$ cat src/rtl/scan_mux_nx1.sv
// Registered N-to-1 channel multiplexer with a manual select mode and an
// auto-scan mode that round-robins over the enabled channels with a fixed dwell.
module scan_mux_nx1 #(
  parameter  int N     = 8,
  parameter  int W     = 1,
  parameter  int DWELL = 4,
  localparam int SELW  = $clog2(N)
) (
  input  logic            clk,
  input  logic            rst,
  input  logic            mode,
  input  logic [SELW-1:0] sel,
  input  logic [N-1:0]    ch_en,
  input  logic [N*W-1:0]  in,
  output logic [W-1:0]    y,
  output logic [SELW-1:0] y_ch,
  output logic            y_valid,
  output logic            sel_err
);

  localparam int CW = (DWELL > 1) ? $clog2(DWELL) : 1;

  typedef enum logic {
    ST_IDLE  = 1'b0,
    ST_DWELL = 1'b1
  } state_t;

  state_t          state_r, state_s;
  logic [SELW-1:0] p_r, p_s;
  logic [CW-1:0]   c_r, c_s;
  logic [W-1:0]    y_r, y_s;
  logic [SELW-1:0] y_ch_r, y_ch_s;
  logic            y_valid_r, y_valid_s;
  logic            sel_err_r, sel_err_s;

  logic            sel_oor_s;
  logic [SELW-1:0] p_inc_s;
  logic [SELW-1:0] first_s;
  logic [SELW-1:0] next_s;

  // First enabled index at or after start, wrapping N-1 -> 0.
  function automatic logic [SELW-1:0] find_from(input logic [N-1:0] en,
                                                 input logic [SELW-1:0] start);
    logic [SELW-1:0] r;
    logic [SELW-1:0] idx;
    logic            found;
    int              t;
    r     = start;
    found = 1'b0;
    for (int k = 0; k < N; k++) begin
      t = int'(start) + k;
      if (t >= N) t = t - N;
      idx = SELW'(t);
      if (!found && en[idx]) begin
        r     = idx;
        found = 1'b1;
      end
    end
    return r;
  endfunction

  function automatic logic [W-1:0] pick(input logic [N*W-1:0] data,
                                        input logic [SELW-1:0] idx);
    logic [W-1:0] r;
    r = '0;
    for (int i = 0; i < N; i++) begin
      if (idx == SELW'(i)) r = data[i*W +: W];
    end
    return r;
  endfunction

  assign sel_oor_s = (int'(sel) >= N);
  assign p_inc_s   = (p_r == SELW'(N - 1)) ? {SELW{1'b0}} : p_r + SELW'(1);
  assign first_s   = find_from(ch_en, p_r);
  assign next_s    = find_from(ch_en, p_inc_s);

  // Next-state and next-output decode for both modes.
  always_comb begin
    state_s   = state_r;
    p_s       = p_r;
    c_s       = c_r;
    y_s       = {W{1'b0}};
    y_ch_s    = p_r;
    y_valid_s = 1'b0;
    sel_err_s = 1'b0;
    if (!mode) begin
      // Leaving scan always re-enters through IDLE so the dwell restarts.
      state_s = ST_IDLE;
      if (sel_oor_s) begin
        sel_err_s = 1'b1;
        y_ch_s    = {SELW{1'b0}};
      end else if (!ch_en[sel]) begin
        y_ch_s = sel;
      end else begin
        y_s       = pick(in, sel);
        y_ch_s    = sel;
        y_valid_s = 1'b1;
      end
    end else begin
      case (state_r)
        ST_IDLE: begin
          if (ch_en != {N{1'b0}}) begin
            state_s   = ST_DWELL;
            p_s       = first_s;
            c_s       = {CW{1'b0}};
            y_s       = pick(in, first_s);
            y_ch_s    = first_s;
            y_valid_s = 1'b1;
          end else begin
            state_s = ST_IDLE;
          end
        end
        ST_DWELL: begin
          if (ch_en == {N{1'b0}}) begin
            state_s = ST_IDLE;
          end else if (!ch_en[p_r] || (c_r == CW'(DWELL - 1))) begin
            p_s       = next_s;
            c_s       = {CW{1'b0}};
            y_s       = pick(in, next_s);
            y_ch_s    = next_s;
            y_valid_s = 1'b1;
          end else begin
            c_s       = c_r + CW'(1);
            y_s       = pick(in, p_r);
            y_ch_s    = p_r;
            y_valid_s = 1'b1;
          end
        end
        default: begin
          state_s = ST_IDLE;
        end
      endcase
    end
  end

  // State and output registers with synchronous reset.
  always_ff @(posedge clk) begin
    if (rst) begin
      state_r   <= ST_IDLE;
      p_r       <= {SELW{1'b0}};
      c_r       <= {CW{1'b0}};
      y_r       <= {W{1'b0}};
      y_ch_r    <= {SELW{1'b0}};
      y_valid_r <= 1'b0;
      sel_err_r <= 1'b0;
    end else begin
      state_r   <= state_s;
      p_r       <= p_s;
      c_r       <= c_s;
      y_r       <= y_s;
      y_ch_r    <= y_ch_s;
      y_valid_r <= y_valid_s;
      sel_err_r <= sel_err_s;
    end
  end

  assign y       = y_r;
  assign y_ch    = y_ch_r;
  assign y_valid = y_valid_r;
  assign sel_err = sel_err_r;

endmodule

$ cat config.mk
export PLATFORM = sky130hd
export DESIGN_NAME = scan_mux_nx1
export DESIGN_NICKNAME = d
export VERILOG_FILES = /design/src/rtl/scan_mux_nx1.sv
export SDC_FILE = /design/constraint.sdc
export NUM_CORES = 1
export LEC_CHECK = 0
export ABC_CLOCK_PERIOD_IN_PS = 6500
export CORE_ASPECT_RATIO = 2
export CORE_MARGIN = 1.5
export CORE_UTILIZATION = 55
export DETAILED_ROUTE_END_ITERATION = 12
export DONT_BUFFER_PORTS = 1
export PLACE_DENSITY = 0.7
export SYNTH_ARGS = -nofsm -noshare
export SYNTH_HDL_FRONTEND = slang
export SYNTH_SLANG_ARGS = --single-unit
$ cat constraint.sdc
create_clock -name clk -period 6.5 [get_ports clk]
set_input_delay 0.975 -clock clk [delete_from_list [all_inputs] [get_ports clk]]
set_output_delay 0.975 -clock clk [all_outputs]
set_load 0.01 [all_outputs]
Word-level counts from Yosys, hierarchy flattened
Index checks and enable logic that the tools add are counted.
Widths: inputs -> output; s select.
- logic and storage cells: 278
- register bits after elaboration: 11
- output and inout bits: 6
- bitwise operators: 2
- reductions and logical operators: 38
- eq/ne operators: 31
- multiplexer cells: 135
- $lt $le $gt $ge: 34
- add/subtract/negate cells: 32
- operators with widths (cell ; count):
    $mux 3 ; 37
    $mux 1 ; 73
    $lt 3x4->1 const B ; 18
    $ge 4x4->1 const B ; 14
    $bmux 1 s3 ; 18
    $eq 3x3->1 const B ; 16
    $sub 3x1->3 const B ; 16
    $add 3x3->4 const B ; 8
    $eq 3x2->1 const B ; 8
    $add 3x2->4 const B ; 4
    $logic_not 1->1 ; 15
    $logic_and 1x1->1 ; 14
    $eq 3x1->1 const B ; 4
    $logic_not 3->1 ; 4
    $add 3x1->4 const B ; 2
    $ge 3x4->1 const B ; 2
    $logic_not 8->1 ; 1
    $reduce_bool 8->1 ; 1
    $mux 2 ; 3
    $pmux 3 s2 ; 1
    $ne 2x2->1 const B ; 2
    $pmux 1 s2 ; 2
    $pmux 2 s2 ; 1
    $add 3x1->3 const B ; 1
    other kinds (6) ; 7

Depth between registers and ports, before layout
- depth after elaboration: 41
- mapped depth: 18
- mapped depth without buffers: 12

Least setup slack after synthesis
OpenSTA, ideal clock, no wires.
- path kind: reg-to-reg
- start point: register p_r[1]
- end point: register y_r (netlist: y)
- stages on the path, launching flop included: 17
- setup slack: 1874 ps
- arrival time: 4507 ps
- required time: 6380 ps
- cell sequence: dfxtp_1 > clkbuf_1 > clkbuf_1 > inv_1 > ha_1 > buf_6 > buf_8 > mux2_4 > a221o_1 > a2111oi_4 > o221ai_2 > nor3_4 > o2bb2ai_2 > xnor2_1 > mux4_1 > mux2_2 > a211o_1
- longest elaborated chain between the ends: 41
- elaborated cells between the ends (all ways): 211
- classes of those cells: add/sub: 31; order compare: 16; eq/ne: 21; mux: 110; reduce/logical: 33
- RTL lines (item ; RTL line ; text):
    from (decl) ; 29 ; logic [SELW-1:0] p_r, p_s;
    from (signal assigned) ; 140 ; p_r <= {SELW{1'b0}};
    from (signal assigned) ; 148 ; p_r <= p_s;
    branches (longest 39 deep; another with $add 3x1->4) ; - ;
    $pmux 1 s2 * ; 100 ; case (state_r)
    $mux 1 * ; 86 ; if (!mode) begin
    to (signal assigned) ; 142 ; y_r <= {W{1'b0}};
    to (signal assigned) ; 150 ; y_r <= y_s;
    to (decl) ; 31 ; logic [W-1:0] y_r, y_s;
Mark *: on every way between the ends. The select of a mux whose other input is x is not followed.
A chain may end at the register's enable or synchronous reset.

Worst setup path after layout
Ends and elaborated chain as after synthesis.

==> implementation parameters <==
Parameter                              Value

Status
  Result of the run ... finished, final reports clean

Timing
  Max Clk Rate ... 194 MHz
  Setup TNS ... 0 ns
  Min cycle time layout ... 5.17 ns
  Final setup slack of the worst path ... 1.33 ns
  Actual slew at the worst max-slew pin ... 1.05 ns
  Number of endpoints with negative hold slack in the final report ... 0
  Slew margin rel. ... 30.2%
  Clock skew after layout ... 0.00687 ns
  Max Transition Viols Final ... 0
  Final number of setup-violating endpoints ... 0
  Setup repair after global routing missed its margin ... false
  Share of the clock period used by the worst path ... 79.5%

Synth
  Post-synthesis register bit count ... 11
  Adder-cell share of the synthesized area ... 3.98%
  Cell type contributing the most total cell area after synthesis ... sky130_fd_sc_hd__mux4_2
  Number of different library cells in the post-synthesis netlist ... 71
  Share of the yosys chip area belonging to registers ... 7.78%
  Average cell area after synthesis ... 8.39 um2
  Post-Synth XOR/XNOR Area ... 2.48%
  Mapped Cells ... 337
  Mux contribution to synthesized area ... 31.0%
  Share of flip-flops with an asynchronous set or reset ... 0%
  Total standard cell area after synthesis ... 2830 um2
  Number of flops mapped to enable cells by yosys ... 0
  Most instantiated flip-flop cell in the synthesis netlist ... sky130_fd_sc_hd__dfxtp_1
  Post-synthesis share of cell area spent on and, or, nand and nor gates ... 19.7%
  Mapped Nets ... 368
  Synth warn ... 0
  Area share of the largest cell type after synthesis ... 16.7%
  Combinational family with the most area after synthesis ... multiplexers
  Post-synthesis compound-gate area fraction ... 28.1%
  Synth area leaders ... sky130_fd_sc_hd__mux4_2 17%, sky130_fd_sc_hd__dfxtp_1 7.8%, sky130_fd_sc_hd__mux2i_1 5.3%

Critical path
  Largest stage delay on the critical path ... 1.01 ns
  Master of the slowest instance on the critical path ... sky130_fd_sc_hd__ha_1
  Worst EP arrival ... 5.30 ns
  Count of buffering cells on the critical path with inverters included ... 3
  Max FO, Critical Path ... 29
  Launching element type of the critical path ... register
  Cell type with the highest occurrence count on the critical path ... sky130_fd_sc_hd__buf_4
  Required time of the critical path ... 6.63 ns
  Top delay family on crit path ... compound AO/OA/AOI/OAI gates
  Crit end category ... register
  Cells along the critical path ... buf_4 -> inv_1 -> ha_1 -> buf_4 -> nor2b_1 -> nor2_2 -> o32ai_1 -> a221oi_1 -> nor3_4 -> o2bb2ai_2 -> xnor2_1 -> mux4_1 -> mux2_2 -> a211o_1
  Type of the worst setup path ... reg2reg

CTS
  Number of gates resized after CTS ... 0
  CTS tree ... done
  # Post-CTS Setup Buffers ... 0
  Clock network latency to the later pin of the worst-skew pair ... 0.25 ns
  Clk pin slew, worst setup/hold paths ... 0.05 ns
  Number of sinks driven by the clock tree ... 11
  Max Buffers Root-to-Sink ... 2
  CTS H-Tree Depth ... 1
  Quantity of hold-fixing buffers added after cts ... 0
  Root buffer selected by CTS ... sky130_fd_sc_hd__clkbuf_8
  Number of buffers added by the clock tree synthesis step ... 3

Finish
  Non-filler cells in the finished layout ... 372
  Share of final-layout standard cells stronger than drive strength 1 ... 17.5%
  Footprint of the multi-input gates ... 2410 um2
  Number of nets in the layout ... 347
  Fin area ... 2830 um2
  Register Area ... 220 um2
  Synthesis-to-finish area growth ... 0.0441%
  Fillcell total ... 470
  Diode insertion count for antenna repair ... 0

Global route
  Antenna violations before repair ... 0
  Total track usage ... 32.7%
  First-pass GRT wire length ... 14000 um
  Congestion Overflow GR ... 0
  Largest net degree at the start of global routing ... 41
  Via count of the first global-routing pass ... 2785

Die
  Die boundary width ... 53.7 um
  Die Outline Area ... 5610 um2
  Height of the die ... 104 um
  I/O pins ... 28
  Core Box Area ... 4910 um2
  Initial Util ... 57.6%
  Core Rows ... 36

Routing
  Via count ... 2809
  Wirelength, routed ... 8500 um
  Drt first pass iters ... 4
  Number of nets with antenna violations after detailed routing ... 0
  Final routed DRC violation total ... 0
  Routed wirelength normalized by instance count ... 22.9 um
  Vias per inst ... 7.55
  Iter 0 DRT Violations ... 144

Placed design
  Placed standard-cell area ... 2790 um2
  Total instance count after detailed placement ... 368
  HPWL after detailed placement ... 6390 um
  Placement Setup Slack ... 1.38 ns
  Number of buffers added on ports ... 0
  Placer Congestion ... 0.974

Run
  Max Cap Viol ... 0

Worst hold path
  Min-Delay Path Class ... reg2reg
stage by stage:
stage	hold slack, ns	utilization [%]
final	0.504	57.6
after global routing	0.567	57.6
after CTS	0.507	57.6
after detailed placement	0.496	56.7
after global placement	0.473	56.7
after floorplan	0.458	-
placed cells by master (no fill, tap or decap), types with 4 or more instances in the layout:
cell type and n:
sky130_fd_sc_hd__buf_4 4, sky130_fd_sc_hd__or3_1 5, sky130_fd_sc_hd__a211oi_1 5, sky130_fd_sc_hd__a32oi_1 6
sky130_fd_sc_hd__dfxtp_1 11, sky130_fd_sc_hd__inv_1 12, sky130_fd_sc_hd__a221oi_1 4, sky130_fd_sc_hd__mux2i_1 15
sky130_fd_sc_hd__nand3_1 7, sky130_fd_sc_hd__nand2_1 20, sky130_fd_sc_hd__o21ai_0 17, sky130_fd_sc_hd__xnor2_1 5
sky130_fd_sc_hd__mux2_2 13, sky130_fd_sc_hd__a21oi_1 19, sky130_fd_sc_hd__o211ai_1 5, sky130_fd_sc_hd__mux4_2 21
sky130_fd_sc_hd__a21o_1 10, sky130_fd_sc_hd__nor2_1 26, sky130_fd_sc_hd__o22ai_1 4, sky130_fd_sc_hd__nor2b_1 8
sky130_fd_sc_hd__nor4_1 5, sky130_fd_sc_hd__ha_1 9, sky130_fd_sc_hd__a31oi_1 4, sky130_fd_sc_hd__nor3_1 4
worst paths after layout:
kind	startpoint	to	slack, ns	depth (start not counted)
setup / recovery	p_r[1]	y	1.33	14
hold / removal	c_r[1]	c_r[1]	0.50	2
setup reg to reg	p_r[1]	y	1.33	14
hold reg to reg	c_r[1]	c_r[1]	0.50	2
layout make-up:
class                   count  area share (%)
multi-input cells         283            85.3
flip-flops and latches     11            7.78
well taps                  57            2.52
inverters                  13            1.72
clock buffers               4            1.59
repair buffers              4            1.06
sequential cells by signal, summed over array words and instances (netlist names):
register,cells
c_r,2
p_r,3
state_r,1
y,1
y_ch,3
y_valid,1
kinds of logic (layout without fill, tap and decap cells):
kind of cell	after synthesis	in the layout
AOI/OAI and AO/OA	108	108
xor gates and xnor gates	8	8
adders and majority gates	9	9
buffers and inverters	43	21
DFF	11	11
muxes	54	54
other	1	1
and+or+nand+nor	103	103
synth_stat cells (all sizes together), types with 5 or more instances:
library cell and number:
or3 5, clkbuf 17, nor3 5, ha 9, nand2 20, o211ai 5, dfxtp 11, nor4 5
a32oi 6, xnor2 5, nand3 7, o21ai 17, mux2 14, a211oi 5, mux2i 16, nor2b 8
a21oi 19, inv 12, a21o 10, buf 13, mux4 24, nor2 28
layer usage:
metal  vias up  GRT usage, %  wire length, um
li1       1291             -                -
met3        34          1.58              337
met2       121          58.3             4800
met5         -             0                0
met4         0          16.1              411
met1      1363          36.8             2960
worst register-to-register path, stage by stage (launching register included):
cell and delay (ns):
sky130_fd_sc_hd__dfxtp_1 0.30, sky130_fd_sc_hd__buf_4 0.24, sky130_fd_sc_hd__inv_1 0.15, sky130_fd_sc_hd__ha_1 1.01
sky130_fd_sc_hd__buf_4 0.32, sky130_fd_sc_hd__nor2b_1 0.11, sky130_fd_sc_hd__nor2_2 0.32, sky130_fd_sc_hd__o32ai_1 0.23
sky130_fd_sc_hd__a221oi_1 0.63, sky130_fd_sc_hd__nor3_4 0.10, sky130_fd_sc_hd__o2bb2ai_2 0.15, sky130_fd_sc_hd__xnor2_1 0.33
sky130_fd_sc_hd__mux4_1 0.60, sky130_fd_sc_hd__mux2_2 0.27, sky130_fd_sc_hd__a211o_1 0.28
Power is left out: the tool's default activity adds up to more than one toggle a clock period on the data nets, which glitch-free logic cannot reach.
==> patch 1 (same settings) <==
Set the parameter `N` to 16 (it was 8).
--- a/src/rtl/scan_mux_nx1.sv
+++ b/src/rtl/scan_mux_nx1.sv
@@ -2,5 +2,5 @@
 // auto-scan mode that round-robins over the enabled channels with a fixed dwell.
 module scan_mux_nx1 #(
-  parameter  int N     = 8,
+  parameter  int N     = 16,
   parameter  int W     = 1,
   parameter  int DWELL = 4,
Interface: changed (resized ch_en, in, sel and y_ch); port bits go from 28 to 46. No check against the original RTL was run, so the function may have changed too.
==> patch 1 against the original RTL <==
Worst hold slack improved by 0.054 ns; routed wire length rose to 3.2 times the old value; area after synthesis rose by 120%; non-clock buffer count rose by 22; worst setup slack got worse by 0.94 ns; sequential cell count rose by 2; final area rose by 120%; highest routed layer unchanged.
Power is not shown: default switching activity piles up to over one toggle a cycle in this logic, so the estimate is an artifact.
==> patch 1: results <==
group,metric,value,unit
detailed_routing,wl_met3,2300,µm
detailed_routing,wl_per_cell,29.0,µm
layout,final_nets,844,
detailed_routing,routed-wl-met2,13300,µm
layout,drive_gt1_share,15.6,%
timing,setup_slack,0.396,ns
place,dp_hpwl,20700,µm
yosys,synth.area.top_cells,"mux4_2, mux2i_1, nand2_1",
yosys,synthTopCellsByCount,"nand2_1, a21oi_1, nor2_1",
yosys,synth_nets,873,
floorplan,nWellTaps,140,
detailed_routing,vias_per_cell,7.97,
detailed_routing,met1_length,8330,µm
place,pre_cts_ws,0.367,ns
layout,inverters,29,
critical_path,cp_max_fo,28,
yosys,synth_cells,820,
global_route,grt_pass1_vias,7614,
layout,seqCellArea,262,µm²
yosys,yosysUniqueCellTypes,96,
layout,multi_input_area,0.00553,mm²
critical_path,max_stage_delay,0.70,ns
detailed_routing,drtIter0Drc,658,
layout,buffers,26,
worst_hold_path,min_from,"c_r[0]",
critical_path,worstPathArrival,6.23,ns
place,dpl_cell_area,0.00626,mm²
place,gp_congestion,1.13,
layout,seq_cell_count,13,
critical_path,r2r_cells,17,
detailed_routing,drtPass1Iterations,9,
clock_tree,root_buffer,"clkbuf_16",
timing,clock_skew,0.000937,ns
global_route,use_met2,77.3,%
critical_path,cp_slowest_cell,"mux2i_1",
layout,multi_input_gates,718,
status,status,"completed",
global_route,use_met3,9.70,%
global_route,grt_pass1_wl,41300,µm
==> patch 1: cell count changes after synthesis, moves of 17 or more <==
cell      change
nand2_1      +56
a21oi_1      +37
nor2_1       +27
clkbuf_1     +25
o21ai_0      +24
nor3_1       +22
o22ai_1      +21
a211oi_1     +19
mux4_2       +19
mux2i_1      +17
==> patch 1: logic make-up (layout without fill, tap and decap cells) <==
kind of cell | count (synthesis) | count (layout) | share of synthesized area (%)
adder cells (fa/ha/maj) | 14 | 14 | 2.84
AND/OR/NAND/NOR | 280 | 280 | 23.4
flip-flops | 13 | 13 | 4.23
XOR/XNOR | 15 | 15 | 2.13
buffers and inverters | 89 | 59 | 6.08
other | 1 | 1 | 0.0609
multiplexers | 100 | 100 | 25.8
AO/OA/AOI/OAI | 308 | 308 | 35.5
==> patch 2 (same flow settings) <==
Without the edit above. Add an input register stage for `mode`, `sel`, `ch_en` and `in`, cleared by the reset; this delays them by one clock. Comments in the files are not updated.
--- a/src/rtl/scan_mux_nx1.sv
+++ b/src/rtl/scan_mux_nx1.sv
@@ -25,4 +25,23 @@
     ST_DWELL = 1'b1
   } state_t;
+
+  logic mode_q;
+  logic [SELW-1:0] sel_q;
+  logic [N-1:0] ch_en_q;
+  logic [N*W-1:0] in_q;
+
+  always_ff @(posedge clk) begin
+    if (rst) begin
+      mode_q  <= '0;
+      sel_q   <= '0;
+      ch_en_q <= '0;
+      in_q    <= '0;
+    end else begin
+      mode_q  <= mode;
+      sel_q   <= sel;
+      ch_en_q <= ch_en;
+      in_q    <= in;
+    end
+  end
 
   state_t          state_r, state_s;
@@ -70,8 +89,8 @@
   endfunction
 
-  assign sel_oor_s = (int'(sel) >= N);
+  assign sel_oor_s = (int'(sel_q) >= N);
   assign p_inc_s   = (p_r == SELW'(N - 1)) ? {SELW{1'b0}} : p_r + SELW'(1);
-  assign first_s   = find_from(ch_en, p_r);
-  assign next_s    = find_from(ch_en, p_inc_s);
+  assign first_s   = find_from(ch_en_q, p_r);
+  assign next_s    = find_from(ch_en_q, p_inc_s);
 
   // Next-state and next-output decode for both modes.
@@ -84,5 +103,5 @@
     y_valid_s = 1'b0;
     sel_err_s = 1'b0;
-    if (!mode) begin
+    if (!mode_q) begin
       // Leaving scan always re-enters through IDLE so the dwell restarts.
       state_s = ST_IDLE;
@@ -90,9 +109,9 @@
         sel_err_s = 1'b1;
         y_ch_s    = {SELW{1'b0}};
-      end else if (!ch_en[sel]) begin
-        y_ch_s = sel;
+      end else if (!ch_en_q[sel_q]) begin
+        y_ch_s = sel_q;
       end else begin
-        y_s       = pick(in, sel);
-        y_ch_s    = sel;
+        y_s       = pick(in_q, sel_q);
+        y_ch_s    = sel_q;
         y_valid_s = 1'b1;
       end
@@ -100,9 +119,9 @@
       case (state_r)
         ST_IDLE: begin
-          if (ch_en != {N{1'b0}}) begin
+          if (ch_en_q != {N{1'b0}}) begin
             state_s   = ST_DWELL;
             p_s       = first_s;
             c_s       = {CW{1'b0}};
-            y_s       = pick(in, first_s);
+            y_s       = pick(in_q, first_s);
             y_ch_s    = first_s;
             y_valid_s = 1'b1;
@@ -112,15 +131,15 @@
         end
         ST_DWELL: begin
-          if (ch_en == {N{1'b0}}) begin
+          if (ch_en_q == {N{1'b0}}) begin
             state_s = ST_IDLE;
-          end else if (!ch_en[p_r] || (c_r == CW'(DWELL - 1))) begin
+          end else if (!ch_en_q[p_r] || (c_r == CW'(DWELL - 1))) begin
             p_s       = next_s;
             c_s       = {CW{1'b0}};
-            y_s       = pick(in, next_s);
+            y_s       = pick(in_q, next_s);
             y_ch_s    = next_s;
             y_valid_s = 1'b1;
           end else begin
             c_s       = c_r + CW'(1);
-            y_s       = pick(in, p_r);
+            y_s       = pick(in_q, p_r);
             y_ch_s    = p_r;
             y_valid_s = 1'b1;
Behaviour: not the same (Yosys sat finds a counterexample within 4 cycles, from zero or initial values and one cycle with rst high).
==> patch 2 against the original RTL <==
Count of clock-buffer cells in the layout grew 2; synthesized cell count up 29%; area after synthesis rose by 27%; final cell count is 33% higher; sequential cell count grew 20; final area is 31% higher; global-route usage grew 0.20 points; worst setup slack gained 0.17 ns; routed wire length is 30% higher; via count increased by 27%; die area rose by 25%; largest cell class unchanged; highest routed layer unchanged.
==> patch 2: results <==
group,metric,value,unit
status,status,"completed",
global_route,grt_pass1_vias,3475,
clock_tree,cts_made_buffers,5,
detailed_routing,routed-wl-met2,6060,µm
place,pre_cts_ws,1.64,ns
place,dp_cells,485,
global_route,grt_pass1_wl,17300,µm
clock_tree,htree_levels,2,
critical_path,cp_max_fo,21,
critical_path,worstPathArrival,5.17,ns
place,dp_hpwl,7990,µm
detailed_routing,wl,11000,µm
timing,relSlewSlack,26.7,%
yosys,ys_seq_area_share,17.3,%
place,dpl_cell_area,0.00354,mm²
place,gp_congestion,0.970,
critical_path,crit_start,"p_r[2]",
clock_tree,clkLatencyLatePin,0.28,ns
clock_tree,root_buffer,"clkbuf_16",
detailed_routing,vias,3576,
detailed_routing,wl_met3,632,µm
detailed_routing,met1_length,3600,µm
layout,drive_gt1_share,13.0,%
yosys,synth.area.top_cells,"dfxtp_1, mux4_2, mux2i_1",
yosys,yosysUniqueCellTypes,74,
detailed_routing,vias_per_cell,7.25,
[patch 2: cell type report]
type,count,area [µm²]
clock buffers,6,139
repair buffers,3,22.5
multi-input cells,350,2730
flip-flops and latches,31,621
well taps,86,108
clock inverters,2,35.0
inverters,15,56.3
fillers,563,2600
[patch 2: cell families (layout without fill, tap and decap cells)]
kind of cell / after synthesis / in the layout / synth area share [%]
mux: 53 / 53 / 23.0
buf+inv: 53 / 26 / 6.46
xor+xnor: 5 / 5 / 1.22
fa+ha+maj: 9 / 9 / 3.14
simple gates: 152 / 152 / 23.2
other cells: 1 / 1 / 0.105
flops: 31 / 31 / 17.3
compound gates: 130 / 130 / 25.6
[patch 2: path summary, 6_finish.rpt]
kind	to	slack [ns]
min	c_r[1]	0.50
min reg2reg	c_r[1]	0.50
max reg2reg	y_ch[0]	1.50
max	y_ch[0]	1.50
[patch 2: worst max-delay path: stages (launching register included)]
cell and delay (ns):
dfxtp_1 0.66, ha_1 0.67, nor2_1 0.94, mux4_2 0.62
a22oi_1 0.36, o21ai_0 0.30, or3_1 0.47, nand3_1 0.24
a211o_1 0.16, a21oi_1 0.06, o221a_1 0.25, a21o_1 0.16
[patch 2: power groups by stage]
stage | Combinational [mW] | Sequential [mW] | Clock [mW]
final | 0.760 | 0.240 | 0.272
after CTS | 0.738 | 0.239 | 0.275
after global routing | 0.813 | 0.242 | 0.281
after global placement | 0.728 | 0.242 | 0
after floorplan | 0.613 | 0.219 | 0
after detailed placement | 0.734 | 0.243 | 0
[patch 2: layer usage]
layer | track usage [%] | vias to the layer above
met5 | 0 | -
met2 | 60.5 | 194
met3 | 2.86 | 56
li1 | - | 1604
met4 | 21.6 | 0
met1 | 33.7 | 1722
